==> src/rtl/load_store_unit.sv <==
// -----------------------------------------------------------------------------
// load_store_unit
//
// Multi-cycle data-memory access stage. It turns the core's single-cycle
// load/store request into a req/ack bus transaction. It builds word-aligned
// bus addresses and byte-lane strobes, and it stalls the core until the access
// completes, faults on a misaligned word access, or times out.
//
// Optional feature (compile-time macro): LSU_HALFWORD_EN
//   When defined, a half_en input is added and halfword accesses are supported.
//   Access size priority is byte_en > half_en > word.
//   When undefined, only byte and word accesses exist and half_en is absent.
//
// Parameters:
//   TIMEOUT    number of REQ-state cycles without bus_ack before the access is
//              aborted (1..65535)
//
// Ports:
//   clk         system clock, rising edge
//   reset       asynchronous active-low reset
//   mem_read    load request from control
//   mem_write   store request from control (wins over mem_read)
//   byte_en     1 = byte access
//   half_en     1 = halfword access (only with LSU_HALFWORD_EN)
//   addr        byte address from the datapath
//   write_data  store data from the datapath
//   read_data   formatted load result (holds until next load/fault)
//   stall       combinational: hold PC / register writes this cycle
//   fault       one-cycle pulse on misaligned access or timeout
//   bus_req     registered bus request
//   bus_we      registered write enable
//   bus_addr    registered word-aligned address
//   bus_wdata   registered store data, replicated across lanes for sub-word
//   bus_strb    registered byte-lane strobes
//   bus_ack     single-cycle bus completion
//   bus_rdata   bus read data, valid with bus_ack
// -----------------------------------------------------------------------------
module load_store_unit #(
    parameter int unsigned TIMEOUT = 255
) (
    input  logic        clk,
    input  logic        reset,
    input  logic        mem_read,
    input  logic        mem_write,
    input  logic        byte_en,
`ifdef LSU_HALFWORD_EN
    input  logic        half_en,
`endif
    input  logic [31:0] addr,
    input  logic [31:0] write_data,
    output logic [31:0] read_data,
    output logic        stall,
    output logic        fault,
    output logic        bus_req,
    output logic        bus_we,
    output logic [31:0] bus_addr,
    output logic [31:0] bus_wdata,
    output logic [3:0]  bus_strb,
    input  logic        bus_ack,
    input  logic [31:0] bus_rdata
);

    localparam logic [15:0] TIMEOUT_CNT = 16'(TIMEOUT);

    typedef enum logic [1:0] {
        ST_IDLE = 2'd0,
        ST_REQ  = 2'd1,
        ST_DONE = 2'd2
    } state_t;

    typedef enum logic [1:0] {
        SZ_BYTE = 2'd0,
        SZ_HALF = 2'd1,
        SZ_WORD = 2'd2
    } acc_size_t;

    // Request decode (combinational, from the core's stable inputs)
    logic        req;
    logic        is_half;
    logic        misaligned;
    acc_size_t   size_d;
    logic [3:0]  strb_d;
    logic [31:0] wdata_d;

    // Load result formatting (from registered access shape)
    logic [7:0]  rbyte;
    logic [15:0] rhalf;
    logic [31:0] rdata_fmt_d;

    // State
    state_t      state_q;
    acc_size_t   size_q;
    logic [1:0]  lane_q;
    logic [15:0] cnt_q;

    // Registered outputs
    logic [31:0] read_data_q;
    logic        fault_q;
    logic        bus_req_q;
    logic        bus_we_q;
    logic [31:0] bus_addr_q;
    logic [31:0] bus_wdata_q;
    logic [3:0]  bus_strb_q;

    assign req = mem_read | mem_write;

    always_comb begin
        is_half = 1'b0;
`ifdef LSU_HALFWORD_EN
        is_half = ~byte_en & half_en;
`endif
    end

    // Access shape: strobes, lane-replicated store data and alignment check.
    // Sub-word stores replicate the data on every lane so the strobes alone
    // select what the memory actually writes.
    always_comb begin
        size_d     = SZ_WORD;
        misaligned = |addr[1:0];
        strb_d     = 4'b1111;
        wdata_d    = write_data;
        if (byte_en) begin
            size_d     = SZ_BYTE;
            misaligned = 1'b0;
            strb_d     = 4'b0001 << addr[1:0];
            wdata_d    = {4{write_data[7:0]}};
        end else if (is_half) begin
            size_d     = SZ_HALF;
            misaligned = addr[0];
            strb_d     = addr[1] ? 4'b1100 : 4'b0011;
            wdata_d    = {2{write_data[15:0]}};
        end
    end

    // Lane selection uses the lane captured at request time, so the result
    // does not depend on the core keeping addr stable through the ack cycle.
    always_comb begin
        rbyte = bus_rdata[7:0];
        case (lane_q)
            2'd0:    rbyte = bus_rdata[7:0];
            2'd1:    rbyte = bus_rdata[15:8];
            2'd2:    rbyte = bus_rdata[23:16];
            default: rbyte = bus_rdata[31:24];
        endcase
        rhalf = lane_q[1] ? bus_rdata[31:16] : bus_rdata[15:0];
        case (size_q)
            SZ_BYTE: rdata_fmt_d = {24'b0, rbyte};
            SZ_HALF: rdata_fmt_d = {16'b0, rhalf};
            default: rdata_fmt_d = bus_rdata;
        endcase
    end

    always_ff @(posedge clk or negedge reset) begin
        if (!reset) begin
            state_q     <= ST_IDLE;
            size_q      <= SZ_WORD;
            lane_q      <= 2'd0;
            cnt_q       <= 16'd0;
            read_data_q <= 32'd0;
            fault_q     <= 1'b0;
            bus_req_q   <= 1'b0;
            bus_we_q    <= 1'b0;
            bus_addr_q  <= 32'd0;
            bus_wdata_q <= 32'd0;
            bus_strb_q  <= 4'b0000;
        end else begin
            // fault is a pulse: it is only ever set for the cycle in DONE
            fault_q <= 1'b0;
            case (state_q)
                ST_IDLE: begin
                    if (req) begin
                        if (misaligned) begin
                            read_data_q <= 32'd0;
                            fault_q     <= 1'b1;
                            state_q     <= ST_DONE;
                        end else begin
                            bus_req_q   <= 1'b1;
                            bus_we_q    <= mem_write;
                            bus_addr_q  <= {addr[31:2], 2'b00};
                            bus_wdata_q <= wdata_d;
                            bus_strb_q  <= strb_d;
                            size_q      <= size_d;
                            lane_q      <= addr[1:0];
                            cnt_q       <= 16'd0;
                            state_q     <= ST_REQ;
                        end
                    end
                end
                ST_REQ: begin
                    // Ack is checked first so an ack on the timeout cycle wins
                    if (bus_ack) begin
                        bus_req_q <= 1'b0;
                        if (!bus_we_q) begin
                            read_data_q <= rdata_fmt_d;
                        end
                        state_q <= ST_DONE;
                    end else if (cnt_q == TIMEOUT_CNT) begin
                        bus_req_q   <= 1'b0;
                        read_data_q <= 32'd0;
                        fault_q     <= 1'b1;
                        state_q     <= ST_DONE;
                    end else begin
                        cnt_q <= cnt_q + 16'd1;
                    end
                end
                ST_DONE: begin
                    cnt_q   <= 16'd0;
                    state_q <= ST_IDLE;
                end
                default: begin
                    state_q <= ST_IDLE;
                end
            endcase
        end
    end

    // DONE is the single cycle the core is released to commit
    assign stall     = req & (state_q != ST_DONE);
    assign read_data = read_data_q;
    assign fault     = fault_q;
    assign bus_req   = bus_req_q;
    assign bus_we    = bus_we_q;
    assign bus_addr  = bus_addr_q;
    assign bus_wdata = bus_wdata_q;
    assign bus_strb  = bus_strb_q;

endmodule

==> config.mk <==
export PLATFORM = sky130hd
export DESIGN_NAME = load_store_unit
export DESIGN_NICKNAME = d
export VERILOG_FILES = /design/src/rtl/load_store_unit.sv
export SDC_FILE = /design/constraint.sdc
export NUM_CORES = 1
export LEC_CHECK = 0
export BUFFER_PORTS_ARGS = -buffer_cell sky130_fd_sc_hd__buf_4
export CAP_MARGIN = 25
export CORE_ASPECT_RATIO = 0.7
export CORE_MARGIN = 1.5
export CORE_UTILIZATION = 35
export DETAILED_ROUTE_END_ITERATION = 8
export PLACE_DENSITY_LB_ADDON = 0.25
export SETUP_SLACK_MARGIN = 0.15
export SYNTH_ARGS = -nofsm -noshare
export SYNTH_HDL_FRONTEND = slang
export SYNTH_SLANG_ARGS = --single-unit
==> constraint.sdc <==
create_clock -name clk -period 2.3 [get_ports clk]
set_clock_uncertainty 0.15 [all_clocks]
set_input_delay 0.23 -clock clk [delete_from_list [all_inputs] [get_ports clk]]
set_output_delay 0.23 -clock clk [all_outputs]
set_load 0.005 [all_outputs]
==> out/results.ini <==
[setup_path]
endpoint_kind = flip-flop
cp_data_required_time_ps = 2440
worst-r2r-setup-slack_ps = 140
path_class = reg2reg
crit_fanout = 32
arrival_ps = 2300
worstRegToRegCells = 5
critPathLaunchType = flip-flop
r2r_start = cnt_q[9]$_DFFE_PN0P_
r2r_end = read_data[31]$_DFFE_PN0P_

[final_layout]
nFillCells = 1089
drive_above_1_share_pct = 41.8
antenna_cells = 0
fin_area_mm2 = 0.00859
fin_nets = 817
final_util_pct = 60.6
syn_to_final_growth_pct = 65.9

[yosys]
synth_flop_cell = dfrtp_1
synth_seq_area_share_pct = 59.0
synth_compound_area_share_pct = 18.7
yosys_warnings = 0
synth.avg_cell_area_um2 = 12.9
yosys.area_share.simple_pct = 8.38
ys_types = 51
synth_cells = 401
async_flop_share_pct = 100
synth_edf_count = 0
syn-cell-area_mm2 = 0.00518
ys_seq_elements = 122
synthAdderAreaFrac_pct = 0.242
synth_top_family_by_area = compound AO/OA/AOI/OAI gates
synth_mux_area_share_pct = 10.2
synthXorXnorAreaFrac_pct = 0.338

[grt]
track_usage_pct = 20.8
grt_max_degree = 69
overflow = 0
antenna_found_initial = 0
globalRouteMet2Util_pct = 31.9
grt_first_pass_wirelength_um = 25400
gr-usage-met1_pct = 28.0
grt.busiest_layer = met2
use_met3_pct = 6.29
grt_pass1_vias = 4844

[clocking]
numCtsBuffers = 17
clock-root-buffer = clkbuf_16
path_clk_slew_ps = 50
cts_tree = done
cts_buffer_depth = 2
htreeDepth = 4
clock_sinks = 122
clk_latency_ps = 410

[placed_design]
io_buffers = 203
place_hpwl_um = 10600
place_area_mm2 = 0.00699
gp_congestion = 0.789

[routing]
via_per_inst = 5.14
route.vias.total = 4715
drtIter0Drc = 239
drt_wl_total_um = 16000
ant_nets = 0
remaining_drc_errors = 0
first_pass_iters = 5
wl_per_cell_um = 17.4

[outcome]
status = completed

[power]
p_leak_uw = 0.00407
seqPwrFrac_pct = 35.8
p_comb_share_pct = 37.1
p_sw_uw = 3020
p_clk_share_pct = 27.1
ir_drop_mv = 0.653
switching_share_pct = 30.8
internal-power_uw = 6780
p_per_area_mw_per_mm2 = 1140

[floorplan]
coreArea_mm2 = 0.0142
rows = 36
die_height_um = 105
die_x_um = 148
initial_utilization_pct = 36.5
top_level_ports = 206
dieArea_mm2 = 0.0156

[sta]
tns_ps = 0
finalMaxSlewViolations = 0
rsz0062_at_grt = true
finalCriticalPeriod_ps = 2160
relSlewSlack_pct = 64.9
final_hold_viol_count = 0
worstMarginPinSlew_ps = 522
max_freq_mhz = 463
setup_viol = 0
fin_crit_sh_pct = 93.9

[hold_path]
hp-start = byte_en
whs_path_depth = 2
hold_class = in2reg
hold_end = bus_strb[1]$_DFFE_PN0P_

[flow_run]
maxCapViolations = 0

## metal layers
metal  vias up  part of all wire, %
li1       2179                    -
met1      2314                   45
met2       198                   45
met3        24                  7.5
met4         0                  1.6
met5         -                    0
## sequential cells by signal, indices dropped and copies added, names as in the netlist
signal     cells
bus_req        1
bus_wdata     32
read_data     32
cnt_q         16
fault          1
lane_q         2
bus_addr      30
bus_we         1
state_q        2
bus_strb       4
size_q         1
## cell type report
cell class,instances,area [um2],area share [%]
inverters,5,18.8,0.218
clock inverters,13,151,1.76
clock buffers,19,433,5.04
repair buffers,320,2700,31.4
multi-input cells,248,2000,23.3
flip-flops and latches,122,3050,35.5
well taps,190,238,2.77
## power by group through the flow
stage	registers (uW)	clock network [uW]	logic [uW]
5_1_grt	3610	2820	3940
6_report	3510	2660	3640
3_5_place_dp	3520	0	3510
3_3_place_gp	3490	0	3430
4_1_cts	3500	2720	3650
2_1_floorplan	3440	0	1660
## timing repair
| action | CTS | global route |
|---|---|---|
| endpoints found under the setup margin | 39 | 33 |
| pin swaps | 1 | 2 |
| setup buffers | 2 | 1 |
| resized for setup | 1 | 3 |
| hold buffers | 98 | 0 |
| hold endpoints to repair | 219 | 0 |
| gates cloned | 0 | 0 |
## worst max path at each step
| stage | start | endpoint | slack, ps | cells after the start |
|---|---|---|---|---|
| after floorplan | cnt_q[9]$_DFFE_PN0P_ | read_data[29]$_DFFE_PN0P_ | 250 | 5 |
| after global placement | cnt_q[9]$_DFFE_PN0P_ | read_data[28]$_DFFE_PN0P_ | 140 | 5 |
| after detailed placement | cnt_q[9]$_DFFE_PN0P_ | cnt_q[1]$_DFFE_PN0P_ | 60 | 5 |
| after CTS | cnt_q[12]$_DFFE_PN0P_ | read_data[21]$_DFFE_PN0P_ | 150 | 5 |
| after global routing | cnt_q[9]$_DFFE_PN0P_ | read_data[31]$_DFFE_PN0P_ | 90 | 5 |
| final | cnt_q[9]$_DFFE_PN0P_ | read_data[31]$_DFFE_PN0P_ | 140 | 5 |
## layout by cell type, fill, tap and decap left out, types with 5 or more instances in the layout
cell,count
a211oi_1,7
a21oi_1,26
a221o_1,24
a22o_1,25
and3_1,11
buf_4,218
clkbuf_16,17
clkinv_2,6
dfrtp_1,121
dlygate4sd3_1,98
inv_1,5
mux2_2,38
mux2i_1,8
nand2_1,11
nand3_1,9
nor2_1,9
o211ai_1,5
o21ai_0,11
o2bb2ai_1,9
or3_1,5
## worst max-delay path, stage by stage (launching register included)
cell and delay [ps]:
dfrtp_1 420, or4_4 560, and4bb_4 400, o221ai_4 120, buf_12 190, a22o_1 190
## metrics by stage
step | std cells | total power [uW] | hold slack, ps | setup WS, ps
2_1_floorplan | 402 | 5100 | -216 | 249
3_3_place_gp | 784 | 6920 | -24.9 | 139
3_5_place_dp | 784 | 7020 | -22.3 | 64.0
4_1_cts | 916 | 9870 | 26.9 | 147
5_1_grt | 917 | 10400 | 50.8 | 85.4
6_report | 917 | 9800 | 45.3 | 139
## cells in the mapped netlist, types with 2 or more instances
master	count	area [um2]
o31ai_1	3	22.5
nor3_1	3	15.0
nand2b_1	3	18.8
nor2b_1	2	12.5
o211ai_1	5	37.5
buf_4	2	15.0
buf_1	4	15.0
mux2_2	38	428
and4b_1	2	20.0
xor2_1	2	17.5
a211oi_1	7	52.6
mux2i_1	8	80.1
or3_1	5	31.3
buf_6	3	33.8
and4_1	2	17.5
a221o_1	24	240
and3_1	12	75.1
dfrtp_1	121	3030
o221ai_1	3	26.3
nand2_1	12	45.0
o21ai_0	11	55.1
nor2_1	9	33.8
o2bb2ai_1	9	78.8
inv_1	5	18.8
o311ai_0	2	17.5
nand4_1	4	25.0
nand3_1	9	45.0
a22o_1	25	219
a21oi_1	26	130
buf_2	6	30.0
clkbuf_1	12	45.0
or4_1	3	22.5
## kinds of logic after synthesis
logic type | Yosys count
AOI/OAI and AO/OA | 124
xor gates and xnor gates | 2
adders and majority gates | 1
buffers and inverters | 32
DFF | 122
muxes | 47
other | 1
and+or+nand+nor | 72
(Power assumes the default switching activity.)
